## config.mk

```make
export PLATFORM = sky130hd
export DESIGN_NAME = sample_voice_scheduler
export DESIGN_NICKNAME = d
export VERILOG_FILES = /design/src/rtl/snd_pkg.sv /design/src/rtl/snd_prescaler.sv /design/src/rtl/sample_voice_scheduler.sv
export SDC_FILE = /design/constraint.sdc
export NUM_CORES = 1
export LEC_CHECK = 0
export BUFFER_PORTS_ARGS = -buffer_cell sky130_fd_sc_hd__buf_2
export CORE_MARGIN = 3
export CORE_UTILIZATION = 25
export CTS_CLUSTER_DIAMETER = 50
export DETAILED_ROUTE_END_ITERATION = 8
export PLACE_DENSITY = 0.44
export SYNTH_ARGS = -nofsm -noshare
export SYNTH_HDL_FRONTEND = slang
export SYNTH_HIERARCHICAL = 1
export SYNTH_SLANG_ARGS = --single-unit
```

## constraint.sdc

```tcl
create_clock -name clk -period 13.1 [get_ports clk]
set_input_delay 0.655 -clock clk [delete_from_list [all_inputs] [get_ports clk]]
set_output_delay 0.655 -clock clk [all_outputs]
set_load 0.1 [all_outputs]
```

## src/rtl/snd_pkg.sv

```systemverilog
// Shared types for the sample voice scheduler.
// State encoding, voice record and default tick divider.
package snd_pkg;
  localparam int SND_AW  = 14;
  localparam int SND_DIV = 2178;

  typedef enum logic [1:0] {
    S_IDLE,
    S_READ,
    S_CAPTURE,
    S_MIX
  } state_t;

  typedef struct packed {
    logic              active;
    logic [SND_AW-1:0] addr;
    logic [SND_AW-1:0] remain;
    logic [7:0]        sample;
  } voice_t;
endpackage

```

## src/rtl/snd_prescaler.sv

```systemverilog
// Free-running sample-rate divider.
// Emits a one-cycle tick every DIV clocks.
module snd_prescaler
  import snd_pkg::*;
#(
  parameter int DIV = SND_DIV
) (
  input  logic i_clk,
  input  logic i_reset,
  output logic o_tick
);
  localparam int CW = $clog2(DIV);
  localparam logic [CW-1:0] LAST = CW'(DIV - 1);

  logic [CW-1:0] r_cnt;

  assign o_tick = (r_cnt == LAST);

  always_ff @(posedge i_clk or posedge i_reset) begin
    if (i_reset) begin
      r_cnt <= '0;
    end else if (o_tick) begin
      r_cnt <= '0;
    end else begin
      r_cnt <= r_cnt + 1'b1;
    end
  end
endmodule

```

## src/rtl/sample_voice_scheduler.sv

```systemverilog
// Time-shares one sample ROM port among VOICES playback voices
// and mixes the fetched bytes into a left-aligned 16-bit word.
module sample_voice_scheduler
  import snd_pkg::*;
#(
  parameter int VOICES = 4,
  parameter int AW     = SND_AW,
  parameter int DIV    = SND_DIV
) (
  input  logic              clk,
  input  logic              reset,
  input  logic              trig_valid,
  output logic              trig_ready,
  input  logic [AW-1:0]     trig_addr,
  input  logic [AW-1:0]     trig_len,
  input  logic              stop_all,
  output logic [AW-1:0]     rom_a,
  input  logic [7:0]        rom_d,
  output logic [15:0]       audio_out,
  output logic              sample_strobe,
  output logic [VOICES-1:0] voice_busy
);
  localparam int IW = (VOICES > 1) ? $clog2(VOICES) : 1;
  localparam int SH = 8 - $clog2(VOICES);
  localparam logic [IW-1:0] LASTI = IW'(VOICES - 1);

  state_t        r_state;
  state_t        w_next;
  logic [IW-1:0] r_idx;
  voice_t        r_v [VOICES];
  logic [AW-1:0] r_rom_a;
  logic [15:0]   r_audio;
  logic          r_strobe;

  logic          w_tick;
  logic          w_free_any;
  logic [IW-1:0] w_free_idx;
  logic          w_accept;
  voice_t        w_cur;
  logic [15:0]   w_sum;
  logic [15:0]   w_mix;

  snd_prescaler #(.DIV(DIV)) u_presc (
    .i_clk  (clk),
    .i_reset(reset),
    .o_tick (w_tick)
  );

  // descending scan so the lowest free index wins
  always_comb begin
    w_free_any = 1'b0;
    w_free_idx = '0;
    for (int v = VOICES - 1; v >= 0; v--) begin
      if (!r_v[v].active) begin
        w_free_any = 1'b1;
        w_free_idx = IW'(v);
      end
    end
  end

  assign trig_ready = (r_state == S_IDLE) &&
                      (w_free_any || (trig_len == '0));
  assign w_accept   = trig_valid && trig_ready &&
                      (trig_len != '0);
  assign w_cur      = r_v[r_idx];

  // address is combinational in READ so data lands in CAPTURE
  assign rom_a = (r_state == S_READ && w_cur.active) ?
                 w_cur.addr : r_rom_a;

  always_comb begin
    w_sum = '0;
    for (int v = 0; v < VOICES; v++) begin
      w_sum = w_sum + 16'(r_v[v].sample);
    end
    w_mix = w_sum << SH;
  end

  always_comb begin
    w_next = r_state;
    unique case (r_state)
      S_IDLE:    if (w_tick) w_next = S_READ;
      S_READ:    w_next = S_CAPTURE;
      S_CAPTURE: w_next = (r_idx == LASTI) ? S_MIX : S_READ;
      S_MIX:     w_next = S_IDLE;
      default:   w_next = S_IDLE;
    endcase
  end

  always_ff @(posedge clk or posedge reset) begin
    if (reset) begin
      r_state  <= S_IDLE;
      r_idx    <= '0;
      r_rom_a  <= '0;
      r_audio  <= '0;
      r_strobe <= 1'b0;
      for (int v = 0; v < VOICES; v++) begin
        r_v[v] <= '0;
      end
    end else begin
      r_state  <= w_next;
      r_strobe <= (r_state == S_MIX);
      if (r_state == S_IDLE) begin
        r_idx <= '0;
      end else if (r_state == S_CAPTURE) begin
        r_idx <= r_idx + 1'b1;
      end
      if (r_state == S_READ) begin
        r_rom_a <= rom_a;
      end
      if (r_state == S_MIX) begin
        r_audio <= w_mix;
      end
      if (stop_all) begin
        for (int v = 0; v < VOICES; v++) begin
          r_v[v] <= '0;
        end
      end else begin
        if (w_accept) begin
          r_v[w_free_idx].active <= 1'b1;
          r_v[w_free_idx].addr   <= trig_addr;
          r_v[w_free_idx].remain <= trig_len;
        end
        if (r_state == S_CAPTURE) begin
          if (w_cur.active) begin
            r_v[r_idx].sample <= rom_d;
            r_v[r_idx].addr   <= w_cur.addr + 1'b1;
            r_v[r_idx].remain <= w_cur.remain - 1'b1;
            if (w_cur.remain == SND_AW'(1)) begin
              r_v[r_idx].active <= 1'b0;
            end
          end else begin
            r_v[r_idx].sample <= '0;
          end
        end
      end
    end
  end

  always_comb begin
    for (int v = 0; v < VOICES; v++) begin
      voice_busy[v] = r_v[v].active;
    end
  end

  assign audio_out     = r_audio;
  assign sample_strobe = r_strobe;
endmodule
```

==> flow_metrics.tcl, run 1 <==
set metrics [dict create \
    status "complete, no violations" \
    ys_ff_latch 189 \
    p_int_w 0.000950 \
    grt_pass1_wl_um 50000 \
    cp_slowest_cell "mux4_2" \
    nets 1120 \
    final-max-slew-violation-count 0 \
    grt_max_degree 105 \
    hold_path_class "in -> async" \
    totalPowerFinal_w 0.00129 \
    grt_remaining_overflow 0 \
    finalSetupTns_ps 0 \
    initial_utilization_pct 25.6 \
    fp.dieW_um 214 \
    seq_area_frac_synth_pct 43.6 \
    root_buffer "clkbuf_16" \
    finalCritPeriodShare_pct 27.0 \
    synthArstFlopShare_pct 100 \
    yosysWarnings 6 \
    met3_usage_pct 1.83 \
    worst_pin_slew_ps 1080 \
    worst_setup_path_start_kind "flop" \
    grt_pass1_vias 8234 \
    synth_xor_area_share_pct 2.89 \
    synth_most_common_cell "dfrtp_1" \
    worst_ep_arrival_time_ps 2890 \
    grt_use_total_pct 13.8 \
    crit_buf_inv 2 \
    irDropWorstVdd_mv 0.0759 \
    ctsHoldBuffers 0 \
    worst_slack_ps 9560 \
    cp-end-kind "output pin" \
    clk_pin_slew_ps 70 \
    viasPerCell 4.78 \
    power.density_nw_per_um2 104 \
    cts_htree_levels 4 \
    p_switching_w 0.000337 \
    io_buffers 69 \
    synth_top_family_by_area "multiplexers" \
    synth_compound_area_share_pct 13.2 \
    max_freq_mhz 282 \
    power_frac_seq_pct 46.6 \
    muxShareOfSynthArea_pct 18.9 \
    drtIter0Drc 525 \
    wl_um 31300 \
    clockBufferDepth 2 \
    clk_latency_ps 450 \
    ant_nets 0 \
    synth_cell_type_count 61 \
    gp_congestion 0.750 \
    critPathMaxFanout 31 \
    worstPathCellList "mux4_2 -> nand3b_1 -> buf_4 -> mux2_2 -> buf_2" \
    rsz0062_at_grt "false" \
    synthSimpleGateAreaFrac_pct 10.9 \
    maxSlewHeadroom_pct 27.7 \
    cp_top_family "multiplexers" \
    synthAdderAreaFrac_pct 5.03 \
    drive_above_1_share_pct 18.4 \
    dr.pass1.iters 5 \
    synth_cells 1017 \
    grt_use_met2_pct 22.2 \
    numCtsBuffers 17 \
    die_h_um 214 \
    fin_skew_ps 10.6 \
    dieArea_um2 45900 \
    p_sw_share_pct 26.2 \
    synth_area_um2 10800 \
    pre_cts_slack_ps 9270 \
    num_rows 75 \
    synth.area.top_cells "dfrtp_1, mux2i_1, a211oi_1" \
    met1_usage_pct 19.4 \
    yosysTopAreaCellShare_pct 43.6 \
    setup_viol_count_final 0 \
    required_ps 12440 \
    final_hold_viol_count 0 \
    synth.largest_area_cell "dfrtp_1" \
    slowest_delay_ps 670 \
    busiest_layer "met2" \
    worst-setup-path-type "reg -> out" \
    syn_avg_cell_area_um2 10.7 \
    wl_per_cell_um 19.1 \
    core_um2 42400 \
    vias 7826 \
    p_leak_nw 5.92 \
    synth_top_cells_by_count "dfrtp_1, mux2i_1, nor2_1, a211oi_1, inv_1" \
    ctsResizeCount 0 \
    utilization_pct 29.0 \
    synth-main-ff-cell "dfrtp_1" \
    drc 0 \
    p_comb_share_pct 10.4 \
    synth_edf_count 0 \
    postCtsSetupBuffers 0 \
    ios 76 \
    clock-sinks 189 \
    antenna_found_initial 4 \
    period_needed_ps 3540 \
    area_delta_synth_final_pct 13.6 \
    cts_tree "done" \
    clkPwrFrac_pct 43.1 \
    cap_violations 0 \
    place_hpwl_um 19900 \
]
## metrics by stage
stage	cell area, um^2	hold WS, ps	cells
2_1_floorplan	10900	439	1022
3_3_place_gp	11700	453	1604
3_5_place_dp	11700	459	1604
4_1_cts	12300	257	1635
5_1_grt	12300	295	1637
6_report	12300	263	1637
## cells by family after synthesis
group | count (synthesis)
adder cells (fa/ha/maj) | 34
AND/OR/NAND/NOR | 241
flip-flops | 189
other | 1
buffers and inverters | 139
AO/OA/AOI/OAI | 213
XOR/XNOR | 34
multiplexers | 166
## worst paths after layout
kind | startpoint | end | slack [ps] | cells after the start
max in group asynchronous | reset | r_idx[1] | 11030 | 3
min reg2reg | r_rom_a[12] | r_rom_a[12] | 480 | 2
max | r_idx[0] | rom_a[4] | 9560 | 5
max reg2reg | r_idx[0] | r_v[128] | 9630 | 7
min | reset | u_presc/r_cnt[9] | 260 | 2
min in group clk | r_rom_a[12] | r_rom_a[12] | 480 | 2
## layout by cell type (no fill, tap or decap), drive strengths merged, types with 18 or more instances in the layout
| cell type | count |
|---|---|
| nand3 | 21 |
| nand2 | 46 |
| a21oi | 37 |
| nor2 | 104 |
| mux2i | 106 |
| o21ai | 40 |
| ha | 18 |
| buf | 83 |
| mux2 | 33 |
| mux4 | 27 |
| xor2 | 18 |
| dfrtp | 189 |
| a21o | 22 |
| a211oi | 89 |
| clkbuf | 21 |
| inv | 62 |
## layout make-up
cell class,instances,area [um^2]
Antenna cell,2,5.00
Sequential cell,189,4730
Inverter,61,234
Tap cell,577,722
Multi-Input combinational cell,694,5570
Clock inverter,10,138
Clock buffer,21,470
Fill cell,4526,30100
Timing Repair Buffer,83,453
## per-layer routing
layer | share of wire (%) | vias to the layer above
met3 | 2.3 | 20
met5 | 0.032 | -
met4 | 1.3 | 2
met1 | 49 | 4017
li1 | - | 3680
met2 | 48 | 107
## state kept, by name (all words and copies together), names as in the netlist
| signal | cells |
|---|---|
| voice_busy | 4 |
| r_state | 2 |
| r_v | 144 |
| audio_out | 10 |
| u_presc/r_cnt | 12 |
| r_idx | 2 |
| r_rom_a | 14 |
| sample_strobe | 1 |
## power groups by stage
stage | Sequential [W] | Combinational [W] | Clock (W)
final | 0.000600 | 0.000133 | 0.000554
after detailed placement | 0.000611 | 0.000135 | 0
after CTS | 0.000599 | 0.000136 | 0.000573
after global placement | 0.000611 | 0.000135 | 0
after floorplan | 0.000609 | 0.0000954 | 0
after global routing | 0.000600 | 0.000147 | 0.000595
## worst reg2reg max path: cells and delay by family, from the launching register on
kind                   cells  cell delay [ps]
AND/OR/NAND/NOR            3             1260
multiplexers               1              650
flip-flops                 1              560
buffers and inverters      1              490
XOR/XNOR                   1              260
AO/OA/AOI/OAI              1              110
(Power assumes the default switching activity.)
==> inputs of run 2 (changes only) <==
--- a/config.mk
+++ b/config.mk
@@ -10,7 +10,7 @@
 export CORE_UTILIZATION = 25
 export CTS_CLUSTER_DIAMETER = 50
 export DETAILED_ROUTE_END_ITERATION = 8
-export PLACE_DENSITY = 0.44
+export PLACE_DENSITY = 0.45
 export SYNTH_ARGS = -nofsm -noshare
 export SYNTH_HDL_FRONTEND = slang
 export SYNTH_HIERARCHICAL = 1
==> constraint.sdc (replaced) <==
create_clock -name clk -period 2.9 [get_ports clk]
set_input_delay 0.145 -clock clk [delete_from_list [all_inputs] [get_ports clk]]
set_output_delay 0.145 -clock clk [all_outputs]
set_load 0.1 [all_outputs]
==> run 2 against run 1 <==
Against the previous run:
- clock-buffer cell count is 2 lower
- via count is 1.9% higher
- cell count is 3.4% higher
- worst hold slack worse by 220 ps
- the run now ends with negative setup slack left
- critical endpoint is now audio_out[13]
- largest cell class unchanged
- die area stayed put
==> flow_metrics.tcl, run 2 (synthesized netlist as in run 1, its figures left out) <==
set metrics [dict create \
    status "complete, but fails checks" \
    violations "negative setup slack" \
    final_common_cell "dfrtp_1" \
    cp_top_family "adder cells" \
    place_area_um2 12400 \
    clk_latency_ps 460 \
    die_h_um 214 \
    final_area_um2 13100 \
    rsz0062_at_grt "true" \
    area_delta_synth_final_pct 21.2 \
    hold_path_class "in -> reg" \
    fin_skew_ps 16.7 \
    largest_reg_flops 144 \
    drc 0 \
    final-max-slew-violation-count 0 \
    top_register "r_v" \
    numCtsBuffers 17 \
    cap_violations 0 \
    root_buffer "clkbuf_16" \
    cp_slowest_cell "fa_1" \
    worst_slack_ps -137 \
    slowest_delay_ps 530 \
    final_hold_viol_count 0 \
    cp-end-kind "flop" \
    required_ps 3240 \
    io_buffers 69 \
    dp_cells 1648 \
    p_leak_nw 6.29 \
    core_um2 42400 \
    dieArea_um2 45900 \
    ant_nets 0 \
    place_hpwl_um 20500 \
    clk_pin_slew_ps 70 \
    worst-setup-path-type "reg -> reg" \
    setup_viol_count_final 2 \
    dr.pass1.iters 5 \
    grt_remaining_overflow 0 \
    antenna_found_initial 2 \
    crit_buf_inv 3 \
    worst_setup_path_start_kind "flop" \
    vias 7977 \
    wl_per_cell_um 18.6 \
    num_rows 75 \
    grt_max_degree 116 \
    worst_ep_arrival_time_ps 3370 \
    final_cells 1693 \
    utilization_pct 31.0 \
    worst_pin_slew_ps 793 \
    max_freq_mhz 329 \
    critPathMaxFanout 2 \
    layout_common_cells "dfrtp_1, mux2i_1, nor2_1" \
    clockBufferDepth 2 \
    grt_pass1_vias 8172 \
    viasPerCell 4.71 \
    maxSlewHeadroom_pct 47.1 \
    drive_above_1_share_pct 23.5 \
    grt_use_total_pct 13.8 \
    pre_cts_slack_ps -162 \
    period_needed_ps 3040 \
    power.density_nw_per_um2 432 \
    finalCritPeriodShare_pct 105 \
    irDropWorstVdd_mv 0.310 \
    clock-sinks 189 \
    finalSetupTns_ps -242 \
    reg.largest.list "r_v: 144 flops, r_rom_a: 14 flops, u_presc/r_cnt: 12 flops" \
    nets 1177 \
    wl_um 31500 \
    drtIter0Drc 497 \
    initial_utilization_pct 25.6 \
    gp_congestion 0.749 \
    worstPathCellList "inv_2 -> fa_1 -> inv_1 -> fa_1 -> ha_2 -> inv_2 -> fa_2 -> nor2b_1 -> o21ai_1 -> a21boi_1 -> o21a_1 -> or3_1 -> a31o_2" \
    cts_htree_levels 4 \
    fp.dieW_um 214 \
    ios 76 \
    cts_tree "done" \
    grt_pass1_wl_um 49800 \
]
run 2: cell count changes in the layout (fill, tap and decap cells not counted), sizes merged, moves of 2 or more:
cell / before / now
buf: 83 / 139
inv: 62 / 64
bufinv: 3 / 1
clkbuf: 21 / 19
run 2: path summary, 6_finish.rpt:
kind / start / end / slack (ps) / cells past startpoint
min in group asynchronous: reset / u_presc/r_cnt[8] / 270 / 3
min reg2reg: r_rom_a[12] / r_rom_a[12] / 480 / 2
max reg2reg: r_v[1] / audio_out[13] / -140 / 13
min: rom_d[1] / r_v[75] / 40 / 3
max in group asynchronous: reset / r_v[67] / 1940 / 4
max: r_v[1] / audio_out[13] / -140 / 13
run 2: area by class of cell:
cell class / instances / area [um^2]
well taps: 577 / 722
diodes: 1 / 2.50
clock buffers: 19 / 443
inverters: 61 / 233
repair buffers: 140 / 1300
flip-flops and latches: 189 / 4730
fillers: 4435 / 29300
multi-input cells: 694 / 5600
clock inverters: 12 / 113
run 2: what timing repair did:
action,in CTS,in global routing
hold buffers,1,0
gates resized for setup,3,9
endpoints found under the setup margin,17,22
pin swaps,6,13
buffers inserted,1,11
hold endpoints to repair,189,0
run 2: power breakdown:
group	switching (W)	total [W]	internal (W)	leakage, nW
registers	0.0000272	0.00271	0.00268	2.60
clock network	0.00110	0.00232	0.00121	0.270
logic	0.000419	0.000655	0.000236	3.43
total	0.00155	0.00568	0.00413	6.29
run 2: metal layers:
metal  GRT usage [%]  up-vias  routed length [um]
li1                -     3799                   -
met1            19.8     4038               15600
met2            21.5      113               14700
met3            1.83       25                 742
met4            4.44        2                 442
met5               0        -                  13
run 2: worst reg2reg max path, delay by kind of cell, from the launching register on:
family | cells | cell delay, ps
DFF | 1 | 360
AOI/OAI and AO/OA | 4 | 710
buffers and inverters | 3 | 150
adders and majority gates | 4 | 1350
and+or+nand+nor | 2 | 350
run 2: through the flow:
stage          total power [W]  hold WS (ps)
2_1_floorplan          0.00318          9.70
3_3_place_gp           0.00341           234
3_5_place_dp           0.00341           231
4_1_cts                0.00576          16.8
5_1_grt                0.00591          33.0
6_report               0.00568          41.4
